$ cat src/rtl/mvm_pkg.sv
// Shared types and arithmetic helpers for the streaming matrix-vector multiplier.
package mvm_pkg;

    typedef enum logic [2:0] {
        S_IDLE,
        S_LOAD_A,
        S_LOAD_X,
        S_COMPUTE,
        S_OUTPUT
    } state_e;

    function automatic int acc_width(input int b, input int k);
        return 2 * b + $clog2(k);
    endfunction

    // Clamp v into the signed range of an ow-bit result when sat is set; otherwise
    // pass v through and let the caller keep the low ow bits.
    function automatic logic signed [63:0] sat_clamp(input logic signed [63:0] v,
                                                     input int ow, input bit sat);
        logic signed [63:0] hi;
        logic signed [63:0] lo;
        hi = (64'sd1 <<< (ow - 1)) - 64'sd1;
        lo = -(64'sd1 <<< (ow - 1));
        if (sat && (v > hi)) return hi;
        if (sat && (v < lo)) return lo;
        return v;
    endfunction

endpackage

$ cat src/rtl/mvm_mac_lane.sv
// One MAC lane: private slice of A, registered read, product register,
// accumulator and the reduction of the row sum to 2B bits.
module mvm_mac_lane
    import mvm_pkg::*;
#(
    parameter int K   = 8,
    parameter int P   = 2,
    parameter int B   = 8,
    parameter int SAT = 1
) (
    input  logic                     clk,
    input  logic                     reset,
    input  logic                     we_i,
    input  logic [$clog2(K*K/P)-1:0] waddr_i,
    input  logic [B-1:0]             wdata_i,
    input  logic [$clog2(K*K/P)-1:0] raddr_i,
    input  logic [B-1:0]             x_i,
    input  logic                     prod_en_i,
    input  logic                     acc_en_i,
    input  logic                     acc_clr_i,
    output logic [2*B-1:0]           res_o
);
    localparam int DEPTH = K * K / P;
    localparam int AW    = acc_width(B, K);

    logic [B-1:0]          mem_q [DEPTH];
    logic [B-1:0]          rd_q;
    logic signed [2*B-1:0] prod_q;
    logic signed [AW-1:0]  acc_q;
    logic signed [AW-1:0]  acc_sum;

    always_ff @(posedge clk) begin
        if (we_i) mem_q[waddr_i] <= wdata_i;
        rd_q <= mem_q[raddr_i];
    end

    always_ff @(posedge clk) begin
        if (reset) begin
            prod_q <= '0;
        end else if (prod_en_i) begin
            prod_q <= $signed(rd_q) * $signed(x_i);
        end
    end

    assign acc_sum = acc_q + {{(AW-2*B){prod_q[2*B-1]}}, prod_q};

    always_ff @(posedge clk) begin
        if (reset || acc_clr_i) begin
            acc_q <= '0;
        end else if (acc_en_i) begin
            acc_q <= acc_sum;
        end
    end

    // acc_sum already folds in the last product, so the row result is ready on the group's final cycle.
    assign res_o = (2*B)'(sat_clamp(64'(acc_sum), 2 * B, SAT != 0));

endmodule

$ cat src/rtl/mvm_stream.sv
// Streaming y = A*x core: load A / load x / compute over K/P row groups / stream y out.
// Handshake: a word moves on any rising edge where valid && ready; valid-side holds data stable until then.
module mvm_stream
    import mvm_pkg::*;
#(
    parameter int K   = 8,
    parameter int P   = 2,
    parameter int B   = 8,
    parameter int SAT = 1
) (
    input  logic           clk,
    input  logic           reset,
    input  logic           loadMatrix,
    input  logic           loadVector,
    input  logic           start,
    input  logic [B-1:0]   in_data,
    input  logic           in_valid,
    output logic           in_ready,
    output logic [2*B-1:0] out_data,
    output logic           out_valid,
    input  logic           out_ready,
    output logic           done,
    output state_e         dbg_state
);
    localparam int KW  = $clog2(K);
    localparam int CW  = $clog2(K * K);
    localparam int LAW = $clog2(K * K / P);
    localparam int NG  = K / P;
    localparam int GW  = (NG > 1) ? $clog2(NG) : 1;
    localparam int JW  = $clog2(K + 2);

    state_e        state_q, state_d;
    logic [CW-1:0] a_cnt_q, a_cnt_d;
    logic [KW-1:0] x_cnt_q, x_cnt_d;
    logic [GW-1:0] g_q, g_d;
    logic [JW-1:0] j_q, j_d;
    logic [KW-1:0] o_cnt_q, o_cnt_d;
    logic          done_q, done_d;

    logic [B-1:0]   x_mem_q [K];
    logic [B-1:0]   x_rd_q;
    logic [2*B-1:0] y_q [K];
    logic [2*B-1:0] lane_res [P];

    logic           in_hs, out_hs, wr_a, wr_x;
    logic           in_compute, prod_en, acc_en, grp_end;
    logic [LAW-1:0] lane_waddr, lane_raddr;
    int             a_row, a_col;

    assign in_ready  = (state_q == S_LOAD_A) || (state_q == S_LOAD_X);
    assign out_valid = (state_q == S_OUTPUT);
    assign out_data  = out_valid ? y_q[o_cnt_q] : '0;
    assign done      = done_q;
    assign dbg_state = state_q;
    assign in_hs     = in_valid && in_ready;
    assign out_hs    = out_valid && out_ready;
    assign wr_a      = (state_q == S_LOAD_A) && in_hs && !reset;
    assign wr_x      = (state_q == S_LOAD_X) && in_hs && !reset;

    // Row i of A lives in lane i mod P; rows sharing a lane are stacked K words apart.
    always_comb begin
        a_row      = int'(a_cnt_q) / K;
        a_col      = int'(a_cnt_q) % K;
        lane_waddr = LAW'((a_row / P) * K + a_col);
        lane_raddr = LAW'(int'(g_q) * K + int'(j_q));
    end

    // Group cycle j: read at 0..K-1, product at 1..K, accumulate at 2..K, result out at K+1.
    assign in_compute = (state_q == S_COMPUTE);
    assign prod_en    = in_compute && (j_q >= JW'(1)) && (j_q <= JW'(K));
    assign acc_en     = in_compute && (j_q >= JW'(2)) && (j_q <= JW'(K));
    assign grp_end    = in_compute && (j_q == JW'(K + 1));

    for (genvar l = 0; l < P; l++) begin : g_lane
        mvm_mac_lane #(.K(K), .P(P), .B(B), .SAT(SAT)) u_lane (
            .clk       (clk),
            .reset     (reset),
            .we_i      (wr_a && ((a_row % P) == l)),
            .waddr_i   (lane_waddr),
            .wdata_i   (in_data),
            .raddr_i   (lane_raddr),
            .x_i       (x_rd_q),
            .prod_en_i (prod_en),
            .acc_en_i  (acc_en),
            .acc_clr_i (!in_compute || grp_end),
            .res_o     (lane_res[l])
        );
    end

    always_comb begin
        state_d = state_q;
        a_cnt_d = a_cnt_q;
        x_cnt_d = x_cnt_q;
        g_d     = g_q;
        j_d     = j_q;
        o_cnt_d = o_cnt_q;
        done_d  = 1'b0;
        case (state_q)
            S_IDLE: begin
                if (start) begin
                    state_d = S_COMPUTE;
                    g_d     = '0;
                    j_d     = '0;
                end else if (loadMatrix) begin
                    state_d = S_LOAD_A;
                    a_cnt_d = '0;
                end else if (loadVector) begin
                    state_d = S_LOAD_X;
                    x_cnt_d = '0;
                end
            end
            S_LOAD_A: begin
                if (in_hs) begin
                    if (a_cnt_q == CW'(K * K - 1)) begin
                        state_d = S_IDLE;
                        a_cnt_d = '0;
                    end else begin
                        a_cnt_d = a_cnt_q + 1'b1;
                    end
                end
            end
            S_LOAD_X: begin
                if (in_hs) begin
                    if (x_cnt_q == KW'(K - 1)) begin
                        state_d = S_IDLE;
                        x_cnt_d = '0;
                    end else begin
                        x_cnt_d = x_cnt_q + 1'b1;
                    end
                end
            end
            S_COMPUTE: begin
                if (grp_end) begin
                    j_d = '0;
                    if (g_q == GW'(NG - 1)) begin
                        state_d = S_OUTPUT;
                        g_d     = '0;
                        o_cnt_d = '0;
                    end else begin
                        g_d = g_q + 1'b1;
                    end
                end else begin
                    j_d = j_q + 1'b1;
                end
            end
            S_OUTPUT: begin
                if (out_hs) begin
                    if (o_cnt_q == KW'(K - 1)) begin
                        state_d = S_IDLE;
                        o_cnt_d = '0;
                        done_d  = 1'b1;
                    end else begin
                        o_cnt_d = o_cnt_q + 1'b1;
                    end
                end
            end
            default: state_d = S_IDLE;
        endcase
    end

    always_ff @(posedge clk) begin
        if (reset) begin
            state_q <= S_IDLE;
            a_cnt_q <= '0;
            x_cnt_q <= '0;
            g_q     <= '0;
            j_q     <= '0;
            o_cnt_q <= '0;
            done_q  <= 1'b0;
        end else begin
            state_q <= state_d;
            a_cnt_q <= a_cnt_d;
            x_cnt_q <= x_cnt_d;
            g_q     <= g_d;
            j_q     <= j_d;
            o_cnt_q <= o_cnt_d;
            done_q  <= done_d;
        end
    end

    always_ff @(posedge clk) begin
        if (wr_x) x_mem_q[x_cnt_q] <= in_data;
        x_rd_q <= x_mem_q[KW'(j_q)];
        if (grp_end) begin
            for (int l = 0; l < P; l++) begin
                y_q[KW'(int'(g_q) * P + l)] <= lane_res[l];
            end
        end
    end

endmodule

$ cat config.mk
export PLATFORM = sky130hd
export DESIGN_NAME = mvm_stream
export DESIGN_NICKNAME = d
export VERILOG_FILES = /design/src/rtl/mvm_pkg.sv /design/src/rtl/mvm_mac_lane.sv /design/src/rtl/mvm_stream.sv
export SDC_FILE = /design/constraint.sdc
export NUM_CORES = 1
export LEC_CHECK = 0
export CAP_MARGIN = 20
export CORE_MARGIN = 4
export CORE_UTILIZATION = 25
export CTS_CLUSTER_SIZE = 20
export DETAILED_ROUTE_END_ITERATION = 6
export MAX_ROUTING_LAYER = met4
export PLACE_DENSITY = 0.4
export SLEW_MARGIN = 10
export SYNTH_ARGS = -nofsm -noshare
export SYNTH_HDL_FRONTEND = slang
export SYNTH_HIERARCHICAL = 1
export SYNTH_SLANG_ARGS = --single-unit
$ cat constraint.sdc
create_clock -name clk -period 12.1 [get_ports clk]
set_input_delay 2.42 -clock clk [delete_from_list [all_inputs] [get_ports clk]]
set_output_delay 2.42 -clock clk [all_outputs]
set_load 0.05 [all_outputs]
# Word-level counts from Yosys, hierarchy flattened

Memory sizes are Yosys's and may differ from the RTL's. A register that Yosys moved wholly into a read port is not among the register bits.
Index checks and enable logic that the tools add are counted.

Multiplexer cells: 61
$mul: 2
Magnitude comparators: 7
Eq/ne operators: 23
Bitwise operators: 2
Reduce and logical (&&, ||, !) cells: 31
$add $sub $neg: 10

Operators by type and width:

| operator                                                                        | count |
|---|---|
| 16-bit 2-to-1 mux                                                               | 9 |
| 3-bit 2-to-1 mux                                                                | 22 |
| 19-bit adder                                                                    | 2 |
| 19-bit by 16-bit > comparator with 1-bit output (second input constant)         | 2 |
| 19-bit by 16-bit less-than comparator with 1-bit output (second input constant) | 2 |
| 32-bit zero test                                                                | 1 |
| 8-bit by 8-bit multiplier with 16-bit output                                    | 2 |
| 6-bit 2-to-1 mux                                                                | 4 |
| 1-bit 2-to-1 mux                                                                | 15 |
| 3-bit case mux with 5 select lines                                              | 1 |
| 2-bit inequality test (second input constant)                                   | 7 |
| 1-bit logical AND                                                               | 13 |
| 2-bit by 1-bit inequality test with 1-bit output (second input constant)        | 6 |
| 3-bit case mux with 2 select lines                                              | 2 |
| 6-bit case mux with 2 select lines                                              | 1 |
| 3-bit by 1-bit adder with 3-bit output (second input constant)                  | 3 |
| 3-bit equality test (second input constant)                                     | 3 |
| 9-bit AND reduction                                                             | 1 |
| 4-bit 2-to-1 mux                                                                | 2 |
| 4-bit case mux with 2 select lines                                              | 1 |
| 4-bit AND reduction                                                             | 2 |
| 2-bit nonzero test                                                              | 4 |
| 6-bit by 1-bit adder with 6-bit output (second input constant)                  | 1 |
| 3-bit by 2-bit equality test with 1-bit output (second input constant)          | 2 |
| other kinds (22)                                                                | 28 |

Logic and storage cells: 151
RAM bits: 704
Register bits: 92
Output and inout port bits: 22
Input bits: 15
Memories: 4

Memories:

| name                   | depth | bits a word | rd ports | clocked after Yosys merged registers in | wr ports | RTL line           | RTL |
|---|---|---|---|---|---|---|---|
| g_lane[0].u_lane.mem_q | 32    | 8           | 1        | 1                                       | 1        | mvm_mac_lane.sv:26 | `logic [B-1:0] mem_q [DEPTH];` |
| g_lane[1].u_lane.mem_q | 32    | 8           | 1        | 1                                       | 1        | mvm_mac_lane.sv:26 |  |
| y_q                    | 8     | 16          | 1        | 1                                       | 2        | mvm_stream.sv:42   | `logic [2*B-1:0] y_q [K];` |
| x_mem_q                | 8     | 8           | 1        | 1                                       | 1        | mvm_stream.sv:40   | `logic [B-1:0] x_mem_q [K];` |

# Logic depth before layout (Yosys ltp)

Word-level depth: 8
Gate-level depth with buffers: 17

# Hierarchy

Netlist, hierarchy kept.

Modules (own cells, without submodules):

| module                          | cells each | area an instance (um2) | instances | sequential area each (um2) |
|---|---|---|---|---|
| mvm_mac_lane (g_lane[1].u_lane) | 1,017      | 15,225.9               | 1         | 8,548.2 |
| mvm_mac_lane (g_lane[0].u_lane) | 1,004      | 15,130.8               | 1         | 8,548.2 |
| mvm_stream                      | 481        | 8,874.8                | 1         | 6,426.2 |

# Worst setup path before layout

OpenSTA, ideal clock, no wires.

Path kind: reg2out
From: register state_q[2], in the netlist dbg_state[2]
To: output port out_data[10]
Data arrival time: 2,452 ps
Slack: 7,228 ps
Path buffers: 3
Cell stages (with the launch flop): 6
Data required time: 9,680 ps
Path through: dfxtp_1 -> buf_2 -> or3b_1 -> clkbuf_1 -> clkbuf_1 -> nor2_1

Cells in the longest elaborated chain, start to end: 2

RTL lines:

| item                   | RTL line          | RTL |
|---|---|---|
| from (decl)            | mvm_stream.sv:32  | `state_e state_q, state_d;` |
| from (signal assigned) | mvm_stream.sv:171 | `state_q <= state_d;` |
| 3-bit equality test    | mvm_stream.sv:51  | `assign out_valid = (state_q == S_OUTPUT);` |
| 16-bit 2-to-1 mux      | mvm_stream.sv:52  | `assign out_data = out_valid ? y_q[o_cnt_q] : '0;` |
| to (decl)              | mvm_stream.sv:19  | `output logic [2*B-1:0] out_data,` |

No other way between the ends.

# Final worst setup path

From: register state_q[2], in the netlist dbg_state[2]
To: output port out_data[0]

The elaborated chain is that of the path after synthesis.

==> results by group <==
Yosys
  – XOR/XNOR Fraction of Synth Area: 1.51%
  – Syn Nets: ~2700
  – Post-synthesis mux area share: 14.2%
  – Most used DFF post-synth: edfxtp_1
  – Flop and latch count out of synthesis: 823
  – Synth area leaders: edfxtp_1 (54%), mux4_2 (12%), dfxtp_1 (6.1%)
  – Syn Std Cell Area: roughly 40000 um^2
  – Adder-cell area share of the yosys netlist: 9.16%
  – Post-synth EDFFs: 704
  – Register area share after synthesis: 60.0%
  – Cells after Synth: 2502
  – Ys Warns: 6
  – Cell variety after synth: 105
  – Top cell type by total area after synthesis: edfxtp_1
  – Compound-gate portion of the synthesized area: approximately 5.0%
  – Simple-Gate Fraction of Synth Area: just over 7%
  – Post-synth ARST share: 0%
  – Synth top area share: 53.9%
  – Largest family of logic cells by synthesized area: multiplexers
  – Syn Area/Cell: 15.7 um^2

Power and ir drop
  – PwrDens: 187 nW/um^2
  – Total power: ~0.0084 W
  – Sequential power share: 37.6%
  – Sw Pwr: 0.00259 W
  – Internal power: 0.00585 W
  – Peak supply drop: 0.128 mV
  – Comb pwr share: 28.5%
  – P_leak: 14.8 nW
  – Switching Share: between 30% and 40%
  – Clock power frac: 33.9%

Floorplan
  – # rows: 145
  – Core area: 156000 um^2
  – Die span in x: 404 um
  – Initial core utilization: about a quarter
  – Die Y: 404 um
  – IO Count: 37
  – Die ar.: 163000 um^2

Routing
  – Vias: between 20000 and 25000
  – Drt drc: 0
  – WL per Instance: 21.6 um
  – Detail Route Antenna Nets: 0
  – Initial DRC Count: 1638
  – Drt pass-1 iters: 7
  – Final WL: around 100000 um
  – DR vias/cell: about 4.5

Clocking
  – Skew-Pair Late Insertion Delay: ~700 ps
  – CTS max path bufs: 3
  – PostCTS Resize Cnt: 0
  – Buffer count from post-CTS setup fixing: 0
  – # clock sinks: 823
  – Clock root buffer: clkbuf_16
  – H-tree Lvls: 3
  – Clk slew on worst S/H paths: roughly 60 ps
  – Hold_buf cts: 0
  – TritonCTS Buffers: between 90 and 100
  – TritonCTS clock tree: built

STA
  – Post-route setup slack: 6180 ps
  – RSZ-0062 raised after global routing: no
  – Final hold vios: 0
  – Tightest Pin Transition: approximately 1100 ps
  – Total negative slack: 0 ps
  – Fmax: between 150 and 200 MHz
  – Slew Limit Fails: 0
  – Fin Clk Skew: ~50 ps
  – Fin crit share: 48.9%
  – Final setup fails: 0
  – Relative slew slack: a little over a quarter
  – Shortest period the worst path allows: 5920 ps

Worst hold path
  – HP Start: g_lane[1].u_lane/acc_q[7]
  – HP Class: reg -> reg
  – Endpoint, Worst Hold: g_lane[1].u_lane/acc_q[7]
  – Worst Hold Depth: 2

Placement
  – DP Area: 42000 um^2
  – GPL Wtd Cong: 0.798
  – DP Worst Slack: between 6000 and 7000 ps
  – Placed instance count: 4535
  – Buffers on Ports: 36
  – Post-detail-place hpwl: 66700 um

Setup path
  – R2r setup slk: ~6700 ps
  – Crit start category: register
  – Crit end category: primary output
  – Crit path max fanout: 21
  – CP required: 9680 ps
  – Crit path arrival time: 3500 ps
  – Worst reg2reg path endpoint: g_lane[0].u_lane/prod_q[15]
  – Worst setup path class: reg -> out
  – Critical R2R Launch: x_rd_q[7]
  – Reg2Reg Depth: 15

Layout
  – Final #Nets: 2806
  – Commonest non-fill, non-tap cell in the layout: edfxtp_1
  – Share of post-route cells with drive strength above 1: 18.2%
  – Final instance area: 45100 um^2
  – P&R area growth vs syn: 15.0%
  – Commonest cells after routing, fill and taps aside: edfxtp_1 (704), inv_1 (208), mux4_2 (208)
  – Finished Layout Cells: 4713

GRT
  – Maximum number of pins on one net before global-route repair: 113
  – Tot GR Track Use: 12.8%
  – Vias in the first global route: approximately 23000
  – GRT overflow: 0
  – Initial antenna violation count: 6
  – First-pass GRT wire length: 152000 um

Outcome
  – Status: finished clean

Flow run
  – Max Cap Violations: 0
==> Yosys cell counts (25+ instances only) <==
master and count:
edfxtp_1 704, inv_1 208, mux4_2 208, nor2_1 200, dfxtp_1 119, fa_1 112, ha_1 108, and2_1 91
nand2_1 72, mux2i_1 57, a21oi_1 50, clkbuf_1 46, o21ai_0 44, xnor2_1 40, nor3_1 31, nand3_1 29
buf_2 26, mux2_2 25
==> metrics by stage <==
stage | util (%) | hold WS, ps
2_1_floorplan | - | 445
3_3_place_gp | 26.9 | 463
3_5_place_dp | 26.9 | 467
4_1_cts | 28.9 | 478
5_1_grt | 28.9 | 501
6_report | 28.9 | 479
==> routing by layer <==
metal	vias up	part of all wire, %	global-route usage, %	routed length (um)
met1	11100	43	16.0	43700
met3	145	5.4	3.10	5520
li1	9620	-	-	-
met5	-	0	-	0
met2	523	49	21.0	50000
met4	0	2.4	3.21	2470
==> final cells by class <==
cell class / instances / area, um^2
multi-input cells: 1379 / 14500
well taps: 2058 / 2570
repair buffers: 66 / 549
clock buffers: 114 / 2470
fillers: 15500 / 111000
clock inverters: 56 / 671
flip-flops and latches: 823 / 23500
inverters: 210 / 788
diodes: 7 / 17.5
==> flip-flops by register name (all words and copies together), names as in the netlist, named ones only <==
signal	flops
g_lane.u_lane/mem_q	512
y_q	128
x_mem_q	64
g_lane.u_lane/acc_q	38
g_lane.u_lane/prod_q	32
g_lane.u_lane/rd_q	16
x_rd_q	8
a_cnt_q	6
j_q	4
dbg_state	3
o_cnt_q	3
x_cnt_q	3
g_q	2
done	1
==> power groups by stage <==
stage / sequential [W] / clock, W / combinational, W
2_1_floorplan: 0.00320 / 0 / 0.00188
3_3_place_gp: 0.00323 / 0 / 0.00247
3_5_place_dp: 0.00323 / 0 / 0.00245
4_1_cts: 0.00317 / 0.00297 / 0.00247
5_1_grt: 0.00318 / 0.00309 / 0.00278
6_report: 0.00317 / 0.00287 / 0.00241
==> worst max-delay path, cell delays in order, from the launching register on <==
cell and delay, ps:
dfxtp_1 660, or3b_1 780, nor2_1 490, clkdlybuf4s50_1 900
==> logic make-up (layout without fill, tap and decap cells) <==
kind of cell             count (synthesis)  count (layout)
adder cells (fa/ha/maj)                220             220
XOR/XNOR                                64              64
AND/OR/NAND/NOR                        539             539
other                                    0               7
flip-flops                             823             823
buffers and inverters                  300             446
multiplexers                           291             291
AO/OA/AOI/OAI                          265             265
==> worst max-delay path by stage <==
stage,from,end,slack (ps),depth (start not counted)
finish,dbg_state[2],out_data[0],6180,3
global route,dbg_state[2],out_data[0],5970,3
CTS,dbg_state[2],out_data[0],5980,3
detailed placement,in_valid,g_lane[0].u_lane/mem_q[22][2],6330,6
global placement,in_valid,g_lane[0].u_lane/mem_q[22][1],6470,6
floorplan,dbg_state[2],out_data[10],7230,5
Power figures use the tool's default switching activity.
